**config.mk**
```make
export PLATFORM = sky130hd
export DESIGN_NAME = ov7670_frame_capture
export DESIGN_NICKNAME = d
export VERILOG_FILES = /design/src/rtl/ov7670_frame_capture.sv
export SDC_FILE = /design/constraint.sdc
export NUM_CORES = 1
export LEC_CHECK = 0
export BUFFER_PORTS_ARGS = -buffer_cell sky130_fd_sc_hd__buf_2
export CAP_MARGIN = 40
export CORE_UTILIZATION = 44
export CTS_CLUSTER_SIZE = 8
export DETAILED_ROUTE_END_ITERATION = 6
export PLACE_DENSITY = 0.63
export SYNTH_ARGS = -nofsm -noshare
export SYNTH_HDL_FRONTEND = slang
export SYNTH_SLANG_ARGS = --single-unit
```
**constraint.sdc**
```tcl
create_clock -name pclk -period 3.3 [get_ports pclk]
set_input_delay 0.66 -clock pclk [delete_from_list [all_inputs] [get_ports pclk]]
set_output_delay 0.66 -clock pclk [all_outputs]
set_load 0.03 [all_outputs]
```
**src/rtl/ov7670_frame_capture.sv**
```systemverilog
// OV7670 byte stream to frame-buffer write port, frame-synchronous with decimation and grey mode.
// Optional frame counter / geometry error flag enabled by OV7670_CAPTURE_STATUS_EN.
module ov7670_frame_capture #(
    parameter int H_PIX   = 640,
    parameter int V_LINES = 480,
    parameter int DECIM   = 2,
    parameter int ADDR_W  = $clog2((H_PIX/DECIM)*(V_LINES/DECIM))
) (
    input  logic              pclk,
    input  logic              reset,
    input  logic              enable,
    input  logic              fmt,
    input  logic              href,
    input  logic              vsync,
    input  logic [7:0]        data,
    output logic              we,
    output logic [ADDR_W-1:0] wAddr,
    output logic [15:0]       wdata,
    output logic              frame_start,
    output logic              frame_done,
    output logic              busy,
    output logic [15:0]       frame_cnt,
    output logic              line_err
);

    localparam int XW = $clog2(H_PIX + 1);
    localparam int YW = $clog2(V_LINES + 1);
    localparam logic [XW-1:0] X_MAX = XW'(H_PIX);
    localparam logic [YW-1:0] Y_MAX = YW'(V_LINES);
    localparam logic [XW-1:0] X_MSK = XW'(DECIM - 1);
    localparam logic [YW-1:0] Y_MSK = YW'(DECIM - 1);

    typedef enum logic [1:0] {IDLE, SYNC, FRAME} state_t;

    state_t              state_q, state_d;
    logic                vsync_dly_q, href_dly_q;
    logic                ph_q, ph_d;
    logic [7:0]          a_q, a_d;
    logic [XW-1:0]       x_q, x_d;
    logic [YW-1:0]       y_q, y_d;
    logic                fmt_q, fmt_d;
    logic [ADDR_W-1:0]   addr_q, addr_d;
    logic                we_q, we_d;
    logic [ADDR_W-1:0]   waddr_q, waddr_d;
    logic [15:0]         wdata_q, wdata_d;
    logic                fs_q, fs_d;
    logic                fd_q, fd_d;
    logic                busy_q, busy_d;

    logic vs_rise, vs_fall, hr_fall, in_win;

    assign vs_rise = vsync & ~vsync_dly_q;
    assign vs_fall = ~vsync & vsync_dly_q;
    assign hr_fall = ~href & href_dly_q;
    assign in_win  = (x_q < X_MAX) && (y_q < Y_MAX) &&
                     ((x_q & X_MSK) == '0) && ((y_q & Y_MSK) == '0);

    always_comb begin
        state_d = state_q;
        ph_d    = 1'b0;
        a_d     = a_q;
        x_d     = x_q;
        y_d     = y_q;
        fmt_d   = fmt_q;
        addr_d  = addr_q;
        we_d    = 1'b0;
        waddr_d = waddr_q;
        wdata_d = wdata_q;
        fs_d    = 1'b0;
        fd_d    = 1'b0;

        // Pixel path runs on the current state so a pixel finishing on vs_rise still lands.
        if (state_q == FRAME) begin
            if (href) begin
                ph_d = ~ph_q;
                if (!ph_q) begin
                    a_d = data;
                end else begin
                    if (x_q != X_MAX) x_d = x_q + 1'b1;
                    if (in_win) begin
                        we_d    = 1'b1;
                        waddr_d = addr_q;
                        addr_d  = addr_q + 1'b1;
                        wdata_d = fmt_q ? {a_q[7:3], a_q[7:2], a_q[7:3]} : {a_q, data};
                    end
                end
            end else if (hr_fall) begin
                x_d = '0;
                if (y_q != Y_MAX) y_d = y_q + 1'b1;
            end
        end

        case (state_q)
            IDLE: if (vs_rise) state_d = SYNC;
            SYNC: begin
                if (vs_fall) begin
                    if (enable) begin
                        state_d = FRAME;
                        fs_d    = 1'b1;
                        fmt_d   = fmt;
                        x_d     = '0;
                        y_d     = '0;
                        addr_d  = '0;
                    end else begin
                        state_d = IDLE;
                    end
                end
            end
            FRAME: begin
                if (vs_rise) begin
                    state_d = SYNC;
                    fd_d    = 1'b1;
                end
            end
            default: state_d = IDLE;
        endcase

        busy_d = (state_d == FRAME);
    end

    always_ff @(posedge pclk or negedge reset) begin
        if (!reset) begin
            state_q     <= IDLE;
            vsync_dly_q <= 1'b0;
            href_dly_q  <= 1'b0;
            ph_q        <= 1'b0;
            a_q         <= '0;
            x_q         <= '0;
            y_q         <= '0;
            fmt_q       <= 1'b0;
            addr_q      <= '0;
            we_q        <= 1'b0;
            waddr_q     <= '0;
            wdata_q     <= '0;
            fs_q        <= 1'b0;
            fd_q        <= 1'b0;
            busy_q      <= 1'b0;
        end else begin
            state_q     <= state_d;
            vsync_dly_q <= vsync;
            href_dly_q  <= href;
            ph_q        <= ph_d;
            a_q         <= a_d;
            x_q         <= x_d;
            y_q         <= y_d;
            fmt_q       <= fmt_d;
            addr_q      <= addr_d;
            we_q        <= we_d;
            waddr_q     <= waddr_d;
            wdata_q     <= wdata_d;
            fs_q        <= fs_d;
            fd_q        <= fd_d;
            busy_q      <= busy_d;
        end
    end

    assign we          = we_q;
    assign wAddr       = waddr_q;
    assign wdata       = wdata_q;
    assign frame_start = fs_q;
    assign frame_done  = fd_q;
    assign busy        = busy_q;

`ifdef OV7670_CAPTURE_STATUS_EN
    logic [15:0] cnt_q, cnt_d;
    logic        err_q, err_d;

    // ph_q still holds the last line's parity in the hr_fall cycle, so 1 means an odd byte count.
    always_comb begin
        cnt_d = cnt_q;
        err_d = err_q;
        if (fd_d) cnt_d = cnt_q + 16'd1;
        if ((state_q == FRAME) && hr_fall && ((x_q != X_MAX) || ph_q)) err_d = 1'b1;
        if (fd_d && (y_q != Y_MAX)) err_d = 1'b1;
    end

    always_ff @(posedge pclk or negedge reset) begin
        if (!reset) begin
            cnt_q <= '0;
            err_q <= 1'b0;
        end else begin
            cnt_q <= cnt_d;
            err_q <= err_d;
        end
    end

    assign frame_cnt = cnt_q;
    assign line_err  = err_q;
`else
    assign frame_cnt = 16'h0;
    assign line_err  = 1'b0;
`endif

endmodule

```
==> results.md <==
| Item | Value |
|:---|:---|
| Post-synthesis adder-cell area fraction | 0.01479 |
| Share of power burned in registers | 0.495 |
| Detailed placer's ending HPWL | 6001 microns |
| RSZ-0062 raised after global routing | false |
| Critical path peak fanout | 17 |
| Wire length the detailed router placed on met1 | 4006 microns |
| Number of buffers added to fix hold violations after cts | 0 |
| Combinational cell fraction of total power | 0.148 |
| Final instance area | 0.004805 sq mm |
| Leftover overflow at the end of global routing | 0 |
| Post-synthesis xor/xnor area fraction | 0.01035 |
| Worst min path class | input port to asynchronous set/reset pin |
| Crit path time final | 2.429 ns |
| Final WL | 8645 microns |
| Post-synthesis register bit count | 87 |
| Number of warnings reported in the yosys synthesis log | 0 |
| Clock slew at reported path FFs | 0.08 ns |
| Area of the multi-input gates | 0.001817 sq mm |
| Cell count after synthesis | 404 |
| Std-Cell Core Area | 0.009284 sq mm |
| Met2 WL | 4090 microns |
| Clock insertion delay at the later pin of the skew report | 0.34 ns |
| Via total after detailed routing | 3,151 |
| Highest routing layer actually used | met4 |
| Period utilization | 0.7360 |
| Iter 0 DRT Violations | 219 |
| Die footprint | 0.01001 sq mm |
| Wire length of the first global-routing pass | 14,710 microns |
| Run status | completed |
| CP Data Arrival Time | 2.69 ns |
| Final antenna diode count | 0 |
| Slew headroom | 0.4184 |
| Critical setup path kind | flip-flop to flip-flop |
| Routability-driven placement congestion ratio | 0.8544 |
| Number of clock sinks seen by CTS | 87 |
| Biggest area consumer among synthesized cells | dfrtp_1 |
| Antenna-violating nets left | 0 |
| Total Negative Setup Slacks | 0 ns |
| Clk root buf | clkbuf_8 |
| Reg2Reg Setup Slack | 0.87 ns |
| Vias in the first global route | 3,021 |
| Switching power summed over all nets | 0.7178 mW |
| Pre-antenna DRT Iters | 4 |
| TritonCTS buffer count | 9 |
| Initial antenna violation count | 0 |
| Number of distinct standard cells referenced by the synthesized netlist | 42 |
| Final-layout fill cell count | 888 |
| Total power per unit cell area | 531.6 mW/mm^2 |
| Vias per Instance | 5.405 |
| Pre-CTS setup slack | 0.7979 ns |
| Compound-cell area share of the yosys netlist | 0.09938 |
| Wire per inst | 14.83 microns |
| PostCTS Resize Cnt | 0 |
| Sw Share | 0.2810 |
| H-Tree Level Count | 3 |
| Area taken by flip-flops and latches | 0.002177 sq mm |
| P_int | 1.836 mW |
| Number of cell rows | 35 |
| End-of-flow core utilization | 0.5175 |
| Fin. max-slew vios | 0 |
| CP startpoint kind | flip-flop |
| Remaining design rule violation count | 0 |
| Global-route total usage across every layer | 0.1846 |
| Largest family of logic cells by synthesized area | simple AND/OR/NAND/NOR gates |
| Required time of the critical path | 3.56 ns |
| Clock skew | 0.009556 ns |
| R2R cell count | 5 |
| Final hold vios | 0 |
| Biggest area contributors in the synthesized netlist | dfrtp_1, mux2_2, nand2_1, buf_4, a21oi_1 |
| Area fraction of the dominant cell type after synthesis | 0.5146 |
| Area growth from synthesis to final layout | 13.58% |
| Max cap viols | 0 |
| Starting density of the core | 0.4557 |
| Final setup slack of the worst path | 0.8711 ns |
| Placed Instance Area | 0.004552 sq mm |
| Total length of routed met3 wires | 481 microns |
| Actual slew at the worst max-slew pin | 0.8692 ns |
| Number of nets in the layout | 468 |
| Post-layout power | 2.554 mW |
| Number of endpoints failing setup at the final stage | 0 |
| Floorplan die height | 100.1 microns |
| Die X-Extent | 100.1 microns |
| Maximum number of pins on one net before global-route repair | 64 |
| Number of buffers inserted to repair setup after CTS | 0 |
| Buffers from clock root to sink, at most | 2 |
| Static leakage | 2.324 nW |
| Ratio of cells with drive above 1 in the final layout | 0.2423 |
| Sequential element share of the synthesized area | 0.5146 |
| Max rail drop VDD | 0.3586 mV |
| Clock tree from TritonCTS | yes |
| Clock group share of total power | 0.357 |
| Synth Cell Area | 0.004230 sq mm |
| I/O pin count | 68 |
| Upper clock frequency limit | 411.7 MHz |
| IO Port Bufs | 50 |
| Worst setup EP type | flip-flop |
| Basic-gate share of the synthesized area counting and, or, nand and nor cells | 0.1831 |
| Multiplexer area fraction after synthesis | 0.1068 |
| Synthesized area per cell | 10.47 sq um |
==> cell families (layout without fill, tap and decap cells) <==
| kind of cell | count (synthesis) | in the layout |
|---|---|---|
| DFF | 87 | 87 |
| xor gates and xnor gates | 5 | 5 |
| adders and majority gates | 5 | 5 |
| buffers and inverters | 55 | 89 |
| AOI/OAI and AO/OA | 72 | 72 |
| muxes | 41 | 41 |
| other | 1 | 17 |
| and+or+nand+nor | 138 | 138 |
==> critical path, stage by stage, from the launching register on <==
cell	delay (ns)
dfrtp_1	0.45
o21ai_0	0.23
or4b_1	0.74
buf_4	0.29
nor4_1	0.41
mux2i_1	0.23
==> synthesized netlist by cell type <==
master and count:
nor4bb_1 3, o311ai_0 2, a22oi_1 1, nand2b_1 12, nor4_1 7, or2_2 1, mux2_2 33, or3_1 4
and4_4 1, nor2_2 1, nand3b_1 1, nand4b_1 1, a41oi_1 1, inv_1 14, nand4_1 9, conb_1 1
and4_1 3, or4b_1 1, o31ai_1 13, xnor2_1 5, buf_4 20, clkinv_1 1, dfrtp_1 87, o22ai_1 2
clkbuf_1 17, nand2_1 41, nand4bb_1 1, and2_1 2, buf_1 1, ha_1 5, nand3_1 16, nor2b_1 1
or4_1 12, nor4b_1 3, buf_6 2, a21oi_1 26, nor3_1 4, a31oi_1 9, and3_1 6, o21ai_0 18
nor2_1 8, mux2i_1 8
==> final timing paths <==
path | from | to
hold reg to reg | wAddr[15] | wAddr[15]
max in group asynchronous | reset | addr_q[0]
min in group pclk | vsync | vsync_dly_q
setup reg to reg | x_q[7] | addr_q[15]
setup / recovery | x_q[7] | addr_q[15]
hold / removal | reset | frame_start
==> layer usage <==
layer	track usage	up-vias
li1	-	1509
met1	0.2525	1548
met2	0.2955	87
met3	0.03760	7
met4	0.06132	0
met5	0	-
==> metrics by stage <==
step / hold WS [ns] / instances
after floorplan: 0.3644 / 420
after global placement: 0.4837 / 565
after detailed placement: 0.4899 / 567
after CTS: 0.2164 / 583
after global routing: 0.2236 / 583
final: 0.2180 / 583
==> final cells by class <==
cell class	count	share of cell area
well taps	129	0.03359
inverters	15	0.01172
multi-input cells	278	0.3781
repair buffers	58	0.07083
clock buffers	10	0.02865
clock inverters	6	0.02396
flip-flops and latches	87	0.4531
==> state kept, by name, summed over array words and instances, names as in the netlist <==
register and count:
frame_done 1, wAddr 17, x_q 10, a_q 8
vsync_dly_q 1, frame_start 1, fmt_q 1, state_q 2
href_dly_q 1, addr_q 17, y_q 9, wdata 16
ph_q 1, we 1, busy 1
==> power groups by stage <==
| stage | sequential [mW] | clock (mW) | combinational [mW] |
|---|---|---|---|
| CTS | 1.26 | 0.932 | 0.383 |
| floorplan | 1.26 | 0 | 0.302 |
| global route | 1.28 | 0.986 | 0.428 |
| detailed placement | 1.28 | 0 | 0.382 |
| global placement | 1.28 | 0 | 0.368 |
| finish | 1.26 | 0.912 | 0.377 |
==> placed cells by master, fill, tap and decap left out, types with 2 or more instances in the layout <==
cell type / count
nand3_1: 16
a31oi_1: 9
conb_1: 17
o31ai_1: 13
ha_1: 5
nor4_1: 7
o21ai_0: 18
bufinv_16: 3
and4_1: 3
inv_6: 2
a21oi_1: 26
nand4_1: 9
or4_1: 12
nand2b_1: 12
buf_4: 7
clkbuf_8: 10
or3_1: 4
xnor2_1: 5
o22ai_1: 2
nor4b_1: 3
and3_1: 6
nand2_1: 41
buf_2: 49
mux2_2: 33
inv_1: 14
nor4bb_1: 3
dfrtp_1: 87
o311ai_0: 2
nor3_1: 4
and2_1: 2
nor2_1: 8
mux2i_1: 8
No activity file was read; power rests on OpenSTA's default activity.
